File: config.mk
export PLATFORM = sky130hd
export DESIGN_NAME = word_serial_tx
export DESIGN_NICKNAME = d
export VERILOG_FILES = /design/src/rtl/word_serial_tx.sv
export SDC_FILE = /design/constraint.sdc
export NUM_CORES = 1
export LEC_CHECK = 0
export BUFFER_PORTS_ARGS = -buffer_cell sky130_fd_sc_hd__buf_4
export CAP_MARGIN = 5
export CORE_MARGIN = 1.5
export CORE_UTILIZATION = 30
export CTS_BUF_LIST = sky130_fd_sc_hd__clkbuf_16
export DETAILED_ROUTE_END_ITERATION = 7
export PLACE_DENSITY = 0.51
export SLEW_MARGIN = 5
export SYNTH_ARGS = -nofsm -noshare
export SYNTH_HDL_FRONTEND = slang
export SYNTH_SLANG_ARGS = --single-unit
File: constraint.sdc
create_clock -name clk -period 2 [get_ports clk]
set_clock_uncertainty 0.05 [all_clocks]
set_input_delay 0.1 -clock clk [delete_from_list [all_inputs] [get_ports clk]]
set_output_delay 0.1 -clock clk [all_outputs]
set_load 0.02 [all_outputs]
File: src/rtl/word_serial_tx.sv
// Framed parallel-to-serial transmitter: start, data, optional even parity, stop.
// Line outputs are registered from next-state values so the start bit follows the accept edge.
module word_serial_tx #(
  parameter int WIDTH      = 16,
  parameter int BIT_CYCLES = 1,
  parameter int LSB_FIRST  = 1,
  parameter int PARITY_EN  = 1,
  parameter int INVERT     = 0
) (
  input  logic             clk,
  input  logic             rst_n,
  input  logic [WIDTH-1:0] in_data,
  input  logic             in_valid,
  output logic             in_ready,
  output logic             ser_out,
  output logic             busy,
  output logic             done
);

  localparam int TW = (BIT_CYCLES > 1) ? $clog2(BIT_CYCLES) : 1;
  localparam int IW = $clog2(WIDTH);

  typedef enum logic [2:0] {IDLE, START, DATA, PARITY, STOP} state_t;

  state_t           r_state, w_next_state;
  logic [TW-1:0]    r_tcnt;
  logic [IW-1:0]    r_idx;
  logic [WIDTH-1:0] r_shift, w_shift_next, w_capture;
  logic             r_parity, w_parity_next;
  logic             r_ser, r_busy, r_done, r_ready;
  logic             w_accept, w_bit_end, w_last_bit, w_ser_next;

  assign w_accept   = in_valid & r_ready;
  assign w_bit_end  = (r_tcnt == TW'(BIT_CYCLES - 1));
  assign w_last_bit = (r_idx == IW'(WIDTH - 1));
  assign w_capture  = (INVERT != 0) ? ~in_data : in_data;

  always_comb begin
    w_next_state = r_state;
    case (r_state)
      IDLE:    if (w_accept) w_next_state = START;
      START:   if (w_bit_end) w_next_state = DATA;
      DATA:    if (w_bit_end && w_last_bit) w_next_state = (PARITY_EN != 0) ? PARITY : STOP;
      PARITY:  if (w_bit_end) w_next_state = STOP;
      STOP:    if (w_bit_end) w_next_state = IDLE;
      default: w_next_state = IDLE;
    endcase
  end

  always_comb begin
    w_shift_next  = r_shift;
    w_parity_next = r_parity;
    if (w_accept) begin
      w_shift_next  = w_capture;
      w_parity_next = ^w_capture;
    end else if (r_state == DATA && w_bit_end) begin
      w_shift_next = (LSB_FIRST != 0) ? (r_shift >> 1) : (r_shift << 1);
    end
  end

  // The line level for the coming cycle is derived from the state being entered.
  always_comb begin
    w_ser_next = 1'b1;
    case (w_next_state)
      START:   w_ser_next = 1'b0;
      DATA:    w_ser_next = (LSB_FIRST != 0) ? w_shift_next[0] : w_shift_next[WIDTH-1];
      PARITY:  w_ser_next = w_parity_next;
      default: w_ser_next = 1'b1;
    endcase
  end

  always_ff @(posedge clk or negedge rst_n) begin
    if (!rst_n) begin
      r_state  <= IDLE;
      r_tcnt   <= '0;
      r_idx    <= '0;
      r_shift  <= '0;
      r_parity <= 1'b0;
      r_ser    <= 1'b1;
      r_busy   <= 1'b0;
      r_done   <= 1'b0;
      r_ready  <= 1'b0;
    end else begin
      r_state  <= w_next_state;
      r_tcnt   <= (r_state == IDLE || w_bit_end) ? '0 : r_tcnt + TW'(1);
      if (r_state == DATA && w_bit_end)
        r_idx <= w_last_bit ? '0 : r_idx + IW'(1);
      else if (r_state != DATA)
        r_idx <= '0;
      r_shift  <= w_shift_next;
      r_parity <= w_parity_next;
      r_ser    <= w_ser_next;
      r_busy   <= (w_next_state != IDLE);
      r_done   <= (r_state == STOP) && (w_next_state == IDLE);
      r_ready  <= (w_next_state == IDLE);
    end
  end

  assign in_ready = r_ready;
  assign ser_out  = r_ser;
  assign busy     = r_busy;
  assign done     = r_done;

endmodule

==> impl_metrics.yaml <==
status:
  status: "finished clean"
grt:
  track_usage_pct: 12.73
  grt_first_pass_wirelength_microns: 5037
  grt_pass1_vias: 1137
  antenna_found_initial: 0
  grt.overflow.total: 0
  grt_max_degree: 33
cts:
  cts_tree: "built"
  clockRootBuffer: "clkbuf_16"
  numCtsBuffers: 5
  postCtsSetupRepairBufs: 0
  clk_path_buf_depth: 2
  htreeDepth: 2
  clkTransAtPathRegs_ps: 50
  hold_buffers: 1
  insertion_delay_ps: 270
  cts.sinks: 29
  post_cts_resized: 0
worst_setup_path:
  crit_arrival_ps: 1740
  critical_path.max_fanout: 9
  worstSetupEndpointType: "register"
  critPathLaunchType: "register"
  r2r-start: "r_state[2]"
  critPathRequiredTime_ps: 2090
  crit_start: "r_state[2]"
  path_class: "register to register"
run:
  maxCapViolCount: 0
timing:
  fin_ws_ps: 350.8
  setup_tns_ps: 0
  fin_crit_sh_pct: 82.46
  slew_viol_final: 0
  hold_violations: 0
  fmax_ghz: 0.6064
  grt_setup_unrepaired: "no"
  setup_viol: 0
  min_period_ps: 1649
detailed_routing:
  drc: 0
  vias: 1057
  routedWlPerCell_microns: 12.22
  via_per_inst: 4.460
  first_pass_iters: 4
  ant_nets: 0
  first_iter_violations: 27
  wl_microns: 2897
layout:
  syn_to_final_growth_pct: 24.33
  n_antenna_cell: 0
  utilization_pct: 39.01
  instances_no_fill: 237
  final_cell_mix: "dfrtp_1, buf_4, nand2_1"
  layout_commonest_cell: "dfrtp_1"
  nFillCells: 471
  drive_gt1_share_pct: 22.35
  final_nets: 189
placement:
  gp_congestion: 0.8318
  dp_hpwl_microns: 2151
  dp_slack_ps: 364.2
  port_buffers: 22
  dp.cells: 228
synthesis:
  synth_fp_nets: 164
  synth_cell_types: 33
  ys_ff_latch: 29
  synthCells: 144
  syn_area_sq_um: 1501
  synth_warnings: 0
  synth-seq-area-share_pct: 48.42
  avgSynthCellArea_sq_um: 10.43
die:
  fp-row-count: 25
  ios: 23
  die_h_microns: 73.75
  fp.dieW_microns: 73.75
  core_area_sq_um: 4786
  die_area_sq_um: 5438
  start_util_pct: 31.37
power_and_ir_drop:
  p_leak_nw: 0.7859
  power_density_nw_per_um2: 1383
  ir_drop_mv: 0.6523
  finalPower_mw: 2.582
hold_path:
  hold_class: "input pin to register"
  min_from: "in_data[1]"
[state kept, by name, indices dropped and copies added, names as in the netlist]
register  count
busy          1
done          1
in_ready      1
r_idx         4
r_parity      1
r_shift      16
r_state       3
r_tcnt        1
ser_out       1
[routing by layer]
| metal | wire [microns] | vias to the layer above | share of wire, % | track usage (%) |
|---|---|---|---|---|
| met1 | 1381 | 485 | 48 | 15.67 |
| li1 | - | 537 | - | - |
| met4 | 65 | 0 | 2.2 | 7.819 |
| met3 | 127 | 7 | 4.4 | 3.704 |
| met2 | 1323 | 28 | 46 | 19.52 |
| met5 | 0 | - | 0 | 0 |
[critical path, cell delays in order (launching register included)]
cell	delay (ps)
dfrtp_1	480
nor4b_4	410
buf_4	270
mux2i_1	230
o21ai_1	80
[area by class of cell]
| type | instances | area [sq um] | area share, % |
|---|---|---|---|
| multi-input combinational | 103 | 705.7 | 37.80 |
| inverter | 4 | 15.01 | 0.8043 |
| clock buffer | 5 | 125.1 | 6.702 |
| clock inverter | 3 | 12.51 | 0.6702 |
| timing repair buffer | 26 | 197.7 | 10.59 |
| sequential | 29 | 726.9 | 38.94 |
| tap | 67 | 83.83 | 4.491 |
[cell usage after synthesis]
master / n / area [sq um]
mux2i_1: 16 / 160.2
o211ai_1: 1 / 7.510
a2111o_1: 1 / 11.26
dfrtp_1: 28 / 700.7
or3_1: 3 / 18.77
nor2b_1: 3 / 18.77
o21ai_1: 16 / 80.08
nor4_1: 1 / 6.260
dfstp_2: 1 / 26.28
a221oi_2: 1 / 15.01
o21ai_0: 1 / 5.000
inv_1: 3 / 11.26
inv_2: 1 / 3.750
nand2b_1: 2 / 12.51
xor2_1: 2 / 17.52
xnor2_1: 15 / 131.4
ha_1: 1 / 12.51
nor3_1: 1 / 5.000
nor2_1: 6 / 22.52
a21oi_2: 1 / 8.760
buf_6: 3 / 33.78
a32o_1: 1 / 10.01
a21boi_1: 1 / 7.510
buf_2: 1 / 5.000
a31o_2: 1 / 8.760
clkbuf_1: 4 / 15.01
o21ai_2: 1 / 8.760
nand2_1: 19 / 71.32
a21oi_1: 4 / 20.02
and3_1: 1 / 6.260
and2_1: 2 / 12.51
nor4b_4: 1 / 23.77
conb_1: 1 / 3.750
[path summary, 6_finish.rpt]
check | end | slack (ps) | depth (start not counted)
min in group asynchronous | r_shift[15] | 240 | 2
min reg2reg | r_shift[15] | 480 | 2
max reg2reg | r_shift[6] | 350 | 4
max | r_shift[6] | 350 | 4
max in group asynchronous | ser_out | 1350 | 2
min | r_shift[1] | 7 | 3
[power by group]
group	total [mW]	internal, mW	switching (mW)
clock network	0.689	0.447	0.242
logic	0.901	0.432	0.469
registers	0.992	0.831	0.161
total	2.58	1.71	0.871
[stage by stage]
step | hold WS (ps) | area [sq um]
3_3_place_gp | -5.217 | 1719
5_1_grt | 23.29 | 1867
4_1_cts | 1.022 | 1867
3_5_place_dp | -4.451 | 1719
6_report | 6.512 | 1867
2_1_floorplan | -245.6 | 1501
[logic make-up (layout without fill, tap and decap cells)]
logic type                 Yosys count  count (layout)  synth area share, %
xor gates and xnor gates            17              17                9.917
DFF                                 29              29                48.42
other                                1               1               0.2498
muxes                               16              16                10.67
AOI/OAI and AO/OA                   29              29                12.17
adders and majority gates            1               1               0.8332
buffers and inverters               12              38                4.582
and+or+nand+nor                     39              39                13.17
Power figures use the tool's default switching activity.
